$ cat src/rtl/pool_window_ctrl_if.sv
// Pooling window sequencer bus.
//   clear      : synchronous frame restart (master -> slave)
//   in_valid   : a pixel/channel sample is presented this cycle (master -> slave)
//   ch_idx, col_idx, row_idx : position of the current sample (slave -> master)
//   row_sel    : first row of each POOL-row band
//   in_pool    : sample lies inside a complete window
//   win_first, win_last : window start/end tags, valid with in_valid
//   buf_addr   : partial-max line-buffer address
//   out_valid  : win_last delayed one cycle
//   frame_done : pulse the cycle after the last sample of a frame
interface pool_window_ctrl_if #(
  parameter int unsigned WIDTH_IMG  = 26,
  parameter int unsigned HEIGHT_IMG = 26,
  parameter int unsigned POOL       = 2,
  parameter int unsigned CHANNELS   = 1
) ();
  localparam int unsigned CW    = (CHANNELS > 1) ? $clog2(CHANNELS) : 1;
  localparam int unsigned XW    = $clog2(WIDTH_IMG);
  localparam int unsigned YW    = $clog2(HEIGHT_IMG);
  localparam int unsigned NPCOL = (WIDTH_IMG - 1) / POOL + 1;
  localparam int unsigned AW    = ((NPCOL * CHANNELS) > 1) ? $clog2(NPCOL * CHANNELS) : 1;

  logic          clear;
  logic          in_valid;
  logic [CW-1:0] ch_idx;
  logic [XW-1:0] col_idx;
  logic [YW-1:0] row_idx;
  logic          row_sel;
  logic          in_pool;
  logic          win_first;
  logic          win_last;
  logic [AW-1:0] buf_addr;
  logic          out_valid;
  logic          frame_done;

  modport master (
    output clear, in_valid,
    input  ch_idx, col_idx, row_idx, row_sel, in_pool, win_first, win_last,
    input  buf_addr, out_valid, frame_done
  );

  modport slave (
    input  clear, in_valid,
    output ch_idx, col_idx, row_idx, row_sel, in_pool, win_first, win_last,
    output buf_addr, out_valid, frame_done
  );
endinterface

$ cat src/rtl/pool_window_ctrl.sv
// Raster-scan window sequencer for the max-pool stage.
// Tracks channel/column/row of each incoming sample for a POOLxPOOL, stride-POOL window
// over a WIDTH_IMG x HEIGHT_IMG frame with CHANNELS interleaved per pixel (channel fastest).
// Ports:
//   clk  : clock, rising edge
//   rst  : synchronous active-high reset (priority over bus.clear)
//   bus  : pool_window_ctrl_if slave modport (clear/in_valid in; indices, tags, address out)
module pool_window_ctrl #(
  parameter int unsigned WIDTH_IMG  = 26,
  parameter int unsigned HEIGHT_IMG = 26,
  parameter int unsigned POOL       = 2,
  parameter int unsigned CHANNELS   = 1
) (
  input  logic               clk,
  input  logic               rst,
  pool_window_ctrl_if.slave  bus
);
  localparam int unsigned CW      = (CHANNELS > 1) ? $clog2(CHANNELS) : 1;
  localparam int unsigned XW      = $clog2(WIDTH_IMG);
  localparam int unsigned YW      = $clog2(HEIGHT_IMG);
  localparam int unsigned PW      = $clog2(POOL);
  localparam int unsigned NPCOL   = (WIDTH_IMG - 1) / POOL + 1;
  localparam int unsigned PCW     = (NPCOL > 1) ? $clog2(NPCOL) : 1;
  localparam int unsigned AW      = ((NPCOL * CHANNELS) > 1) ? $clog2(NPCOL * CHANNELS) : 1;
  localparam int unsigned COLSEND = (WIDTH_IMG / POOL) * POOL;
  localparam int unsigned ROWSEND = (HEIGHT_IMG / POOL) * POOL;

  logic [CW-1:0]  ch_q, ch_d;
  logic [XW-1:0]  col_q, col_d;
  logic [YW-1:0]  row_q, row_d;
  logic [PW-1:0]  cw_q, cw_d;     // column within window
  logic [PW-1:0]  rw_q, rw_d;     // row within window
  logic [PCW-1:0] pcol_q, pcol_d; // pooled column, col_idx/POOL
  logic           out_valid_q, frame_done_q;

  logic last_ch, last_col, last_row, last_cw, last_rw;
  logic accept, in_pool, win_last;

  assign last_ch  = (ch_q == CW'(CHANNELS - 1));
  assign last_col = (col_q == XW'(WIDTH_IMG - 1));
  assign last_row = (row_q == YW'(HEIGHT_IMG - 1));
  assign last_cw  = (cw_q == PW'(POOL - 1));
  assign last_rw  = (rw_q == PW'(POOL - 1));

  // A sample presented alongside rst/clear is discarded, so it must not raise tags.
  assign accept   = bus.in_valid & ~bus.clear & ~rst;
  assign in_pool  = (32'(col_q) < COLSEND) && (32'(row_q) < ROWSEND);
  assign win_last = accept & in_pool & last_rw & last_cw;

  always_comb begin
    ch_d   = ch_q;
    col_d  = col_q;
    row_d  = row_q;
    cw_d   = cw_q;
    rw_d   = rw_q;
    pcol_d = pcol_q;
    if (bus.in_valid) begin
      if (!last_ch) begin
        ch_d = ch_q + CW'(1);
      end else begin
        ch_d = '0;
        if (last_col) begin
          col_d  = '0;
          cw_d   = '0;
          pcol_d = '0;
          row_d  = last_row ? '0 : row_q + YW'(1);
          rw_d   = (last_row || last_rw) ? '0 : rw_q + PW'(1);
        end else begin
          col_d = col_q + XW'(1);
          if (last_cw) begin
            cw_d   = '0;
            pcol_d = pcol_q + PCW'(1);
          end else begin
            cw_d = cw_q + PW'(1);
          end
        end
      end
    end
  end

  always_ff @(posedge clk) begin
    if (rst || bus.clear) begin
      ch_q         <= '0;
      col_q        <= '0;
      row_q        <= '0;
      cw_q         <= '0;
      rw_q         <= '0;
      pcol_q       <= '0;
      out_valid_q  <= 1'b0;
      frame_done_q <= 1'b0;
    end else begin
      ch_q         <= ch_d;
      col_q        <= col_d;
      row_q        <= row_d;
      cw_q         <= cw_d;
      rw_q         <= rw_d;
      pcol_q       <= pcol_d;
      out_valid_q  <= win_last;
      frame_done_q <= bus.in_valid & last_ch & last_col & last_row;
    end
  end

  assign bus.ch_idx     = ch_q;
  assign bus.col_idx    = col_q;
  assign bus.row_idx    = row_q;
  assign bus.row_sel    = (rw_q == '0);
  assign bus.in_pool    = in_pool;
  assign bus.win_first  = accept & in_pool & (rw_q == '0) & (cw_q == '0);
  assign bus.win_last   = win_last;
  assign bus.buf_addr   = AW'(pcol_q) * AW'(CHANNELS) + AW'(ch_q);
  assign bus.out_valid  = out_valid_q;
  assign bus.frame_done = frame_done_q;
endmodule

$ cat src/flat_wrapper.sv
// flat-port wrapper written by rule: the top's interface ports become plain ports
module pool_window_ctrl_flat 
#(
  parameter int unsigned WIDTH_IMG  = 26,
  parameter int unsigned HEIGHT_IMG = 26,
  parameter int unsigned POOL       = 2,
  parameter int unsigned CHANNELS   = 1
)
  (clk, rst, bus_clear, bus_in_valid, bus_ch_idx, bus_col_idx, bus_row_idx, bus_row_sel, bus_in_pool, bus_win_first, bus_win_last, bus_buf_addr, bus_out_valid, bus_frame_done);
  pool_window_ctrl_if #(.WIDTH_IMG(WIDTH_IMG), .HEIGHT_IMG(HEIGHT_IMG), .POOL(POOL), .CHANNELS(CHANNELS)) bus_i ();
  input  logic clk;
  input  logic rst;
  input wire logic [$bits(bus_i.clear)-1:0] bus_clear;
  input wire logic [$bits(bus_i.in_valid)-1:0] bus_in_valid;
  output wire logic [$bits(bus_i.ch_idx)-1:0] bus_ch_idx;
  output wire logic [$bits(bus_i.col_idx)-1:0] bus_col_idx;
  output wire logic [$bits(bus_i.row_idx)-1:0] bus_row_idx;
  output wire logic [$bits(bus_i.row_sel)-1:0] bus_row_sel;
  output wire logic [$bits(bus_i.in_pool)-1:0] bus_in_pool;
  output wire logic [$bits(bus_i.win_first)-1:0] bus_win_first;
  output wire logic [$bits(bus_i.win_last)-1:0] bus_win_last;
  output wire logic [$bits(bus_i.buf_addr)-1:0] bus_buf_addr;
  output wire logic [$bits(bus_i.out_valid)-1:0] bus_out_valid;
  output wire logic [$bits(bus_i.frame_done)-1:0] bus_frame_done;
  assign bus_i.clear = bus_clear;
  assign bus_i.in_valid = bus_in_valid;
  assign bus_ch_idx = bus_i.ch_idx;
  assign bus_col_idx = bus_i.col_idx;
  assign bus_row_idx = bus_i.row_idx;
  assign bus_row_sel = bus_i.row_sel;
  assign bus_in_pool = bus_i.in_pool;
  assign bus_win_first = bus_i.win_first;
  assign bus_win_last = bus_i.win_last;
  assign bus_buf_addr = bus_i.buf_addr;
  assign bus_out_valid = bus_i.out_valid;
  assign bus_frame_done = bus_i.frame_done;
  pool_window_ctrl #(.WIDTH_IMG(WIDTH_IMG), .HEIGHT_IMG(HEIGHT_IMG), .POOL(POOL), .CHANNELS(CHANNELS)) u_core (.clk(clk), .rst(rst), .bus(bus_i));
endmodule
$ cat config.mk
export PLATFORM = sky130hd
export DESIGN_NAME = pool_window_ctrl_flat
export DESIGN_NICKNAME = d
export VERILOG_FILES = /design/src/rtl/pool_window_ctrl_if.sv /design/src/rtl/pool_window_ctrl.sv /design/src/flat_wrapper.sv
export SDC_FILE = /design/constraint.sdc
export NUM_CORES = 1
export LEC_CHECK = 0
export ABC_CLOCK_PERIOD_IN_PS = 3100
export BUFFER_PORTS_ARGS = -buffer_cell sky130_fd_sc_hd__buf_2
export CAP_MARGIN = 20
export CORE_AREA = 2 2 46 48
export DETAILED_ROUTE_END_ITERATION = 10
export DIE_AREA = 0 0 48 50
export PLACE_DENSITY = 0.87
export SLEW_MARGIN = 20
export SYNTH_ARGS = -nofsm -noshare
export SYNTH_HDL_FRONTEND = slang
export SYNTH_SLANG_ARGS = --single-unit
$ cat constraint.sdc
create_clock -name clk -period 3.1 [get_ports clk]
set_input_delay 0.155 -clock clk [delete_from_list [all_inputs] [get_ports clk]]
set_output_delay 0.155 -clock clk [all_outputs]
set_load 0.1 [all_outputs]
==> flow_metrics.env <==
export IMPL_outcome="finished, final reports clean"
export IMPL_floorplan_die_height_um=50
export IMPL_synth_fp_nets=113
export IMPL_hold_viol=0
export IMPL_boundaryPins=25
export IMPL_cts_resized=0
export IMPL_hold_path_endpoint="u_core.pcol_q[3]"
export IMPL_route_detailed_vias_per_inst=5.85
export IMPL_r2r_cells=5
export IMPL_static_leakage_power_uw=0.000472
export IMPL_place_port_buffers=23
export IMPL_route_detailed_wl_per_inst_um=13.4
export IMPL_die_w_um=48
export IMPL_critPathMaxFanout=8
export IMPL_grt_use_met1_pct=24.2
export IMPL_power_uw=418
export IMPL_clock_fmax_mhz=532
export IMPL_area_growth_syn_to_layout_pct=17.3
export IMPL_global_route_usage_sum_pct=18.0
export IMPL_antenna_found_initial=0
export IMPL_timing_max_cap_violations=0
export IMPL_global_route_usage_met2_pct=27.8
export IMPL_crit_path_end_kind="output port"
export IMPL_critical_path_class="reg2out"
export IMPL_number_of_instances_in_the_synthesized_netlist=104
export IMPL_clock_insertion_delay_worst_skew_ns=0.29
export IMPL_fin_setup_tns_ns=0
export IMPL_hold_path_startpoint="rst"
export IMPL_synth_common_cells="sky130_fd_sc_hd__dfxtp_1, sky130_fd_sc_hd__a21oi_1"
export IMPL_critical_path_slowest_cell="sky130_fd_sc_hd__buf_2"
export IMPL_r2r_start="u_core.bus.col_idx[1]"
export IMPL_syn_avg_cell_area_sq_um=9.02
export IMPL_worst_hold_path_num_cells=4
export IMPL_placementRows=16
export IMPL_ctsLongestPathBuffers=2
export IMPL_insertedDiodeCount=0
export IMPL_place_congestion=0.787
export IMPL_fin_crit_sh_pct=60.6
export IMPL_placedCellCount=148
export IMPL_fin_skew_ns=0.00249
export IMPL_fin_util_pct=57.9
export IMPL_synth_async_reset_ratio_pct=0
export IMPL_drtIter0Drc=12
export IMPL_delay_heaviest_family_cp="buffers and inverters"
export IMPL_first_pass_iters=4
export IMPL_cts_clk_slew_worst_paths_ns=0.10
export IMPL_reg2reg_slack_ns=1.52
export IMPL_critical_path_n_buffers_inverters=1
export IMPL_global_route_wire_length_before_repair_um=3140
export IMPL_post_synth_top_area_fraction_pct=38.4
export IMPL_setup_viol_count_final=0
export IMPL_fin_nets=135
export IMPL_grt_max_degree=18
export IMPL_hpwl_um=1470
export IMPL_rsz0062_at_grt="false"
export IMPL_overflow=0
export IMPL_top_usage_layer="met2"
export IMPL_timing_critical_path_cells="o211ai_1 > nand3_1 > nor4_2 > buf_2"
export IMPL_dominantRegCellSynth="sky130_fd_sc_hd__dfxtp_1"
export IMPL_mappedNetlistArea_sq_um=938
export IMPL_fp_coreArea_sq_um=1900
export IMPL_num_vias=889
export IMPL_start_util_pct=49.3
export IMPL_drt_drc_violations_left=0
export IMPL_final_cell_count_no_fill=152
export IMPL_drt_wl_total_um=2040
export IMPL_worstPathArrival_ns=1.72
export IMPL_vdd_ir_drop_worst_mv=0.225
export IMPL_yosys_cell_count_top_type="sky130_fd_sc_hd__dfxtp_1"
export IMPL_timing_final_crit_period_ns=1.88
export IMPL_critical_path_reg2reg_endpoint="u_core.bus.col_idx[2]"
export IMPL_crit_path_start_kind="flop"
export IMPL_grt_pass1_vias=722
export IMPL_worst_path_max_stage_delay_ns=0.46
export IMPL_clk_root_buffer_cell="sky130_fd_sc_hd__clkbuf_4"
export IMPL_ant_nets=0
export IMPL_synth_area_leaders="sky130_fd_sc_hd__dfxtp_1, sky130_fd_sc_hd__ha_1, sky130_fd_sc_hd__a21oi_1"
export IMPL_cts_hold_buffers=0
export IMPL_number_of_flops_mapped_to_enable_cells_by_yosys=0
export IMPL_tritoncts="done"
export IMPL_netlist_top_cell_by_area="sky130_fd_sc_hd__dfxtp_1"
export IMPL_die_area_sq_um=2400
export IMPL_post_synthesis_sequential_area_ratio_pct=38.4
export IMPL_layout_drive_gt1_share_pct=27.2
export IMPL_numCtsBuffers=3
export IMPL_ys_ff_latch=18
export IMPL_worstPathRequired_ns=2.94
export IMPL_post_cts_setup_buffer_count=0
export IMPL_hold_path_class="in2reg"
export IMPL_synthDistinctLibCells=35
export IMPL_h_tree_depth=1
export IMPL_yosys_warnings=0
export IMPL_clock_sinks=18
export IMPL_maxSlewViolCount=0
export IMPL_met3_usage_pct=3.30
export IMPL_p_per_area_nw_per_um2=379
## tightest hold or removal path, delay by kind of cell
family	cells	cell delay, ns
AND/OR/NAND/NOR	2	0.19
buffers and inverters	1	0.08
AO/OA/AOI/OAI	1	0.06
## placed cells by master, fill, tap and decap left out
cell                        instances
sky130_fd_sc_hd__a31o_2             2
sky130_fd_sc_hd__o211ai_1           4
sky130_fd_sc_hd__nand3_1            1
sky130_fd_sc_hd__inv_1              4
sky130_fd_sc_hd__or4_1              2
sky130_fd_sc_hd__dfxtp_1           18
sky130_fd_sc_hd__nor3_2             1
sky130_fd_sc_hd__o2bb2ai_1          1
sky130_fd_sc_hd__xor2_1             2
sky130_fd_sc_hd__buf_2             23
sky130_fd_sc_hd__nor4b_1            1
sky130_fd_sc_hd__or3_1              2
sky130_fd_sc_hd__nor3_1             4
sky130_fd_sc_hd__nand2_1            5
sky130_fd_sc_hd__o21ai_0            5
sky130_fd_sc_hd__a32o_1             3
sky130_fd_sc_hd__nand4b_4           1
sky130_fd_sc_hd__nor2_1             5
sky130_fd_sc_hd__a41oi_1            1
sky130_fd_sc_hd__nand4b_1           1
sky130_fd_sc_hd__clkbuf_8           1
sky130_fd_sc_hd__nor4_2             1
sky130_fd_sc_hd__nor2b_1            3
sky130_fd_sc_hd__conb_1             1
sky130_fd_sc_hd__nor3b_1            3
sky130_fd_sc_hd__and3_1             2
sky130_fd_sc_hd__or2_2              1
sky130_fd_sc_hd__and4b_1            1
sky130_fd_sc_hd__a21oi_1            7
sky130_fd_sc_hd__and4b_2            1
sky130_fd_sc_hd__and2_1             2
sky130_fd_sc_hd__ha_1               5
sky130_fd_sc_hd__a22oi_1            1
sky130_fd_sc_hd__nor4_1             2
sky130_fd_sc_hd__clkbuf_4           3
sky130_fd_sc_hd__a311oi_1           1
sky130_fd_sc_hd__nand4_1            4
## per-layer routing
layer  vias up  share of wire, %
li1        435                 -
met1       422                45
met2        27                47
met3         5               5.6
met4         0               1.9
met5         -                 0
## cell type report
| type | count | area, sq um |
|---|---|---|
| multi-input combinational | 76 | 541 |
| timing repair buffer | 23 | 115 |
| tap | 27 | 33.8 |
| fill | 173 | 801 |
| sequential | 18 | 360 |
| clock buffer | 4 | 36.3 |
| inverter | 4 | 15.0 |
## flip-flops by register name (all words and copies together), names as in the netlist
signal / count
u_core.bus.out_valid: 1
u_core.last_rw: 1
u_core.cw_q: 1
u_core.bus.frame_done: 1
u_core.pcol_q: 4
u_core.bus.col_idx: 5
u_core.bus.row_idx: 5
## worst max-delay path by stage
stage                                from       endpoint  slack, ns  cells past startpoint
finish              u_core.bus.row_idx[2]  bus_win_first       1.22                      4
global route        u_core.bus.row_idx[1]  bus_win_first       1.13                      4
CTS                 u_core.bus.row_idx[2]  bus_win_first       1.21                      4
detailed placement              bus_clear   bus_win_last       1.43                      5
global placement                bus_clear  bus_win_first       1.53                      5
floorplan           u_core.bus.col_idx[2]  bus_win_first       0.10                      3
## where the power goes
group	internal [uW]	switching, uW
Combinational	7.43	30.9
Clock	71.6	72.3
Sequential	233	2.59
## per-stage QoR
step	instance area [sq um]	hold slack (ns)	setup WS, ns
2_1_floorplan	950	0.352	0.101
3_3_place_gp	1060	0.461	1.53
3_5_place_dp	1060	0.476	1.43
4_1_cts	1100	0.235	1.21
5_1_grt	1100	0.248	1.13
6_report	1100	0.236	1.22
## cell families (layout without fill, tap and decap cells)
| kind of cell | after synthesis | in the layout | synth area share [%] |
|---|---|---|---|
| DFF | 18 | 18 | 38.4 |
| buffers and inverters | 10 | 31 | 5.20 |
| and+or+nand+nor | 43 | 43 | 29.2 |
| AOI/OAI and AO/OA | 25 | 25 | 18.3 |
| xor gates and xnor gates | 2 | 2 | 1.87 |
| other | 1 | 1 | 0.400 |
| adders and majority gates | 5 | 5 | 6.67 |
No activity file was read; power rests on OpenSTA's default activity.
